[src/rtl/cnn_rst_pkg.sv]
// Shared types and sizing helpers for the CNN accelerator reset-release sequencer.
package cnn_rst_pkg;

  typedef enum logic [2:0] {
    S_HOLD    = 3'd0,
    S_INIT    = 3'd1,
    S_RELEASE = 3'd2,
    S_RUN     = 3'd3,
    S_FAIL    = 3'd4
  } rst_seq_state_e;

  localparam int HOLD_CYCLES_DEF  = 16;
  localparam int STAGE_GAP_DEF    = 4;
  localparam int INIT_TIMEOUT_DEF = 1024;

  // One shared counter serves every phase, so it must hold the largest terminal value.
  function automatic int cnt_width(input int hold_cycles, input int stage_gap, input int init_timeout);
    int w;
    w = $clog2(hold_cycles);
    if ($clog2(stage_gap) > w) w = $clog2(stage_gap);
    if ($clog2(init_timeout) > w) w = $clog2(init_timeout);
    if (w < 1) w = 1;
    return w;
  endfunction

  localparam int CNT_W_DEF = cnt_width(HOLD_CYCLES_DEF, STAGE_GAP_DEF, INIT_TIMEOUT_DEF);

endpackage

[src/rtl/rst_sequencer_sat_counter.sv]
// Up-counter with synchronous clear that sticks at all ones instead of wrapping.
module sat_counter #(
  parameter int WIDTH = 8
) (
  input  logic             clk,
  input  logic             clear,
  input  logic             enable,
  output logic [WIDTH-1:0] count
);

  // clear beats enable; saturation holds the top value
  always_ff @(posedge clk) begin
    if (clear) begin
      count <= {WIDTH{1'b0}};
    end else if (enable && (count != {WIDTH{1'b1}})) begin
      count <= count + WIDTH'(1);
    end else begin
      count <= count;
    end
  end

endmodule

[src/rtl/rst_sequencer.sv]
// Reset-release sequencer: hold, memory-init handshake, staged domain release, run/uptime.
module rst_sequencer
  import cnn_rst_pkg::*;
#(
  parameter int NUM_STAGES   = 3,
  parameter int HOLD_CYCLES  = 16,
  parameter int STAGE_GAP    = 4,
  parameter int INIT_TIMEOUT = 1024,
  parameter int UPTIME_W     = 32
) (
  input  logic                  clk_i,
  input  logic                  rst_i,
  input  logic                  sw_rst_i,
  output logic                  init_req_o,
  input  logic                  init_done_i,
  output logic [NUM_STAGES-1:0] stage_rst_o,
  output logic                  ready_o,
  output logic                  timeout_o,
  output logic [UPTIME_W-1:0]   uptime_o
);

  localparam int CNT_W = cnt_width(HOLD_CYCLES, STAGE_GAP, INIT_TIMEOUT);
  localparam int K_W   = $clog2(NUM_STAGES + 1);

  localparam logic [CNT_W-1:0] HOLD_LAST = CNT_W'(HOLD_CYCLES - 1);
  localparam logic [CNT_W-1:0] GAP_LAST  = CNT_W'(STAGE_GAP - 1);
  localparam logic [CNT_W-1:0] TO_LAST   = CNT_W'(INIT_TIMEOUT - 1);
  localparam logic [K_W-1:0]   K_LAST    = K_W'(NUM_STAGES);

  rst_seq_state_e   state;
  logic [K_W-1:0]   k;
  logic [CNT_W-1:0] cnt;
  logic             cnt_clear;
  logic             cnt_en;
  logic             up_clear;
  logic             up_en;

  // Phase counter control: clear on every state change, count while dwelling.
  always_comb begin
    cnt_clear = 1'b1;
    cnt_en    = 1'b0;
    if (rst_i || sw_rst_i) begin
      cnt_clear = 1'b1;
    end else begin
      case (state)
        S_HOLD:    begin cnt_clear = (cnt == HOLD_LAST); cnt_en = 1'b1; end
        S_INIT:    begin cnt_clear = init_done_i || (cnt == TO_LAST); cnt_en = 1'b1; end
        S_RELEASE: begin cnt_clear = (cnt == GAP_LAST); cnt_en = 1'b1; end
        default:   begin cnt_clear = 1'b1; cnt_en = 1'b0; end
      endcase
    end
  end

  // Uptime is zero on the edge ready rises and counts only while already running.
  always_comb begin
    up_clear = rst_i || sw_rst_i || (state != S_RUN);
    up_en    = (state == S_RUN);
  end

  sat_counter #(.WIDTH(CNT_W)) u_cnt (
    .clk    (clk_i),
    .clear  (cnt_clear),
    .enable (cnt_en),
    .count  (cnt)
  );

  sat_counter #(.WIDTH(UPTIME_W)) u_uptime (
    .clk    (clk_i),
    .clear  (up_clear),
    .enable (up_en),
    .count  (uptime_o)
  );

  // Sequencer FSM; timeout is sticky across soft reset and only rst_i clears it.
  always_ff @(posedge clk_i) begin
    if (rst_i) begin
      state       <= S_HOLD;
      k           <= {K_W{1'b0}};
      stage_rst_o <= {NUM_STAGES{1'b1}};
      init_req_o  <= 1'b0;
      ready_o     <= 1'b0;
      timeout_o   <= 1'b0;
    end else if (sw_rst_i) begin
      state       <= S_HOLD;
      k           <= {K_W{1'b0}};
      stage_rst_o <= {NUM_STAGES{1'b1}};
      init_req_o  <= 1'b0;
      ready_o     <= 1'b0;
    end else begin
      case (state)
        S_HOLD: begin
          if (cnt == HOLD_LAST) begin
            state      <= S_INIT;
            init_req_o <= 1'b1;
          end
        end
        S_INIT: begin
          if (init_done_i) begin
            state          <= S_RELEASE;
            init_req_o     <= 1'b0;
            stage_rst_o[0] <= 1'b0;
            k              <= K_W'(1);
          end else if (cnt == TO_LAST) begin
            state      <= S_FAIL;
            init_req_o <= 1'b0;
            timeout_o  <= 1'b1;
          end
        end
        S_RELEASE: begin
          if (cnt == GAP_LAST) begin
            if (k == K_LAST) begin
              state   <= S_RUN;
              ready_o <= 1'b1;
            end else begin
              stage_rst_o[k] <= 1'b0;
              k              <= k + K_W'(1);
            end
          end
        end
        S_RUN: begin
          ready_o <= 1'b1;
        end
        S_FAIL: begin
          stage_rst_o <= {NUM_STAGES{1'b1}};
          ready_o     <= 1'b0;
        end
        default: begin
          state       <= S_HOLD;
          stage_rst_o <= {NUM_STAGES{1'b1}};
          init_req_o  <= 1'b0;
          ready_o     <= 1'b0;
        end
      endcase
    end
  end

endmodule

[config.mk]
export PLATFORM = sky130hd
export DESIGN_NAME = rst_sequencer
export DESIGN_NICKNAME = d
export VERILOG_FILES = /design/src/rtl/cnn_rst_pkg.sv /design/src/rtl/rst_sequencer_sat_counter.sv /design/src/rtl/rst_sequencer.sv
export SDC_FILE = /design/constraint.sdc
export NUM_CORES = 1
export LEC_CHECK = 0
export ABC_AREA = 0
export CAP_MARGIN = 10
export CORE_ASPECT_RATIO = 0.8
export CORE_MARGIN = 5
export CORE_UTILIZATION = 54
export CTS_CLUSTER_DIAMETER = 80
export CTS_CLUSTER_SIZE = 25
export DETAILED_ROUTE_END_ITERATION = 10
export PLACE_DENSITY_LB_ADDON = 0.1
export SYNTH_ARGS = -nofsm -noshare
export SYNTH_HDL_FRONTEND = slang
export SYNTH_SLANG_ARGS = --single-unit
export TNS_END_PERCENT = 20
[constraint.sdc]
create_clock -name clk_i -period 2 [get_ports clk_i]
set_clock_uncertainty 0.05 [all_clocks]
set_input_delay 0.5 -clock clk_i [delete_from_list [all_inputs] [get_ports clk_i]]
set_output_delay 0.5 -clock clk_i [all_outputs]
set_load 0.03 [all_outputs]
==> flow_metrics.tcl <==
set metrics [dict create \
    r2r_slack_ns 0.12 \
    final_cell_area_um2 3740 \
    drv_slew 0 \
    place_hpwl_mm 5.30 \
    crit_cells 1 \
    outcome "completed" \
    rows 23 \
    firstDrtPassIters 4 \
    path_cells "clkdlybuf4s50_1" \
    pre_cts_ws_ns -0.122 \
    grt_pass1_wl_mm 11.8 \
    min_period_ns 1.95 \
    rsz0062_at_grt "true" \
    path_class "register to output port" \
    die_h_um 74.9 \
    cts_buffers 5 \
    ys_ff_latch 53 \
    startpoint_type "register" \
    crit_required_ns 1.45 \
    core_um2 5060 \
    grt.total_usage_pct 21.2 \
    htreeDepth 2 \
    syn_to_final_growth_pct 31.7 \
    hold_viol_final 0 \
    die-area_um2 6820 \
    drcViolationCount 0 \
    cts_tree "done" \
    cts_hold_buf 0 \
    drt_iter0_markers 166 \
    power_per_cell_area_nw_per_um2 456 \
    cts_buffer_depth 2 \
    die_w_um 91.1 \
    antenna_found_initial 0 \
    yosys.area.top_type "dfxtp_1" \
    cp_slowest_stage_delay_ns 0.69 \
    finalWeightedCongestion 0.848 \
    cts_root_buf "clkbuf_8" \
    yosysUniqueCellTypes 49 \
    numPortBuffers 41 \
    nets 419 \
    finalCritPeriodShare_pct 97.6 \
    endpoint_kind "output port" \
    avgSynthCellArea_um2 8.66 \
    design_power_total_mw 1.70 \
    wl_per_cell_um 14.8 \
    clock_latency_ns 0.31 \
    antenna_left 0 \
    synth_edf_count 0 \
    synth-seq-area-share_pct 37.4 \
    worst-path-max-fanout 4 \
    cap_violations 0 \
    crit_path_start "u_uptime.count[23]" \
    async_flop_share_pct 0 \
    stdcell_count 472 \
    drt_wl_total_mm 6.99 \
    hold_path.class "register to register" \
    path_clk_slew_ns 0.10 \
    synthesis.area_um2 2840 \
    placedCellCount 464 \
    cp_top_family "buffers and inverters" \
    grt_pass1_vias 2461 \
    final_cell_mix "nor2_1 (57), buf_4 (43), dfxtp_1 (39)" \
    setup_slack_ns 0.0488 \
    antenna_cells 0 \
    cp_num_buf_inv 1 \
    endpoint "uptime_o[23]" \
    syn_inst 328 \
    overflow 0 \
    critPathArrivalTime_ns 1.40 \
    final_layout_size_suffix_gt1_share_pct 21.2 \
    cts_sinks 53 \
    io_pins 42 \
    slew_headroom_pct 66.1 \
    final_common_cell "nor2_1" \
    rr_startpoint "u_uptime.count[18]" \
    p_leak_nw 1.47 \
    yosys_most_used_dff "dfxtp_1" \
    grt_max_degree 34 \
    vias 2706 \
    cp_slowest_cell "clkdlybuf4s50_1" \
    fmax_mhz 513 \
    setup_tns_ns 0 \
    synthTopCellsByArea "dfxtp_1 (37%), xnor2_1 (8.6%), nor2_1 (7.5%), nand4_1 (3.5%), nand2_1 (3.3%)" \
    r2r_end "u_uptime.count[29]" \
    setup_viol 0 \
    tightest_slew_ns 0.506 \
    syn_nets 338 \
    yosysTopAreaCellShare_pct 37.4 \
    via_per_inst 5.73 \
    reg2regPathDepth 5 \
    yosysWarnings 0 \
    placed_area_um2 3630 \
    start_util_pct 56.1 \
    peakVddDrop_uv 456 \
]
==> sequential cells by signal (all words and copies together), names as in the netlist <==
name            flops
u_uptime.count     32
u_cnt.count        10
stage_rst_o         3
state               3
k                   2
init_req_o          1
ready_o             1
timeout_o           1
==> metrics by stage <==
| step | hold WS (ns) | util (%) |
|---|---|---|
| after floorplan | 0.415 | - |
| after global placement | 0.381 | 71.8 |
| after detailed placement | 0.382 | 71.8 |
| after CTS | 0.397 | 73.2 |
| after global routing | 0.432 | 73.8 |
| final | 0.393 | 73.8 |
==> metal layers <==
| layer | part of all wire [%] | vias up | wire (um) | global-route usage (%) |
|---|---|---|---|---|
| li1 | - | 1354 | - | - |
| met1 | 52 | 1276 | 3660 | 32.0 |
| met2 | 42 | 71 | 2930 | 31.3 |
| met3 | 4.9 | 5 | 346 | 4.30 |
| met4 | 0.77 | 0 | 54 | 4.89 |
| met5 | 0 | - | 0 | 0 |
==> kinds of logic after synthesis <==
group | after synthesis | share of synthesized area (%)
and+or+nand+nor | 158 | 31.0
buffers and inverters | 24 | 3.57
AOI/OAI and AO/OA | 49 | 13.5
muxes | 3 | 1.10
xor gates and xnor gates | 35 | 10.8
adders and majority gates | 6 | 2.64
DFF | 53 | 37.4
==> cell usage after synthesis (2+ instances only) <==
cell type  count
dfxtp_1       53
nand2_1       25
or2_2          2
clkbuf_1       9
and4_1         7
nand4_4        2
a2111oi_2      4
a21oi_1       12
nand3_1       12
and3_1         4
nor3_1         7
nor4_4         2
a2111oi_1      4
nor2_1        57
ha_1           6
xnor2_1       28
nor4_1         6
inv_1         13
nand4_2        2
mux2i_1        2
or3_1          2
xor2_1         7
a311oi_1       2
nand4_1       16
nor2b_1        3
and2_1         3
a31oi_1        8
a211oi_1       9
==> repair_timing <==
action | in CTS | in global routing
cloned | 0 | 0
buffers inserted | 0 | 0
resized for setup | 10 | 10
endpoints found under the setup margin | 10 | 18
pin swaps | 0 | 1
hold endpoints to repair | 0 | 0
==> worst min path at each step <==
stage	endpoint	startpoint	cells after the start
global route	stage_rst_o[2]	stage_rst_o[2]	2
CTS	stage_rst_o[1]	stage_rst_o[1]	2
finish	stage_rst_o[1]	stage_rst_o[1]	2
floorplan	u_cnt.count[9]	u_cnt.count[9]	2
detailed placement	stage_rst_o[1]	stage_rst_o[1]	2
global placement	stage_rst_o[2]	stage_rst_o[2]	2
==> layout make-up <==
cell class | count | area [um2]
Clock buffer | 6 | 72.6
Clock inverter | 2 | 13.8
Fill cell | 417 | 1330
Inverter | 13 | 48.8
Multi-Input combinational cell | 251 | 1690
Sequential cell | 53 | 1080
Tap cell | 62 | 77.6
Timing Repair Buffer | 85 | 756
==> report_power, final <==
part           internal (mW)  switching [mW]  leakage [nW]
Combinational         0.0228          0.0205         0.993
Clock                  0.250           0.356        0.0456
Sequential              1.05        0.000526         0.434
Total                   1.33           0.377          1.47
Note: power is estimated with default switching activity, not from simulation.
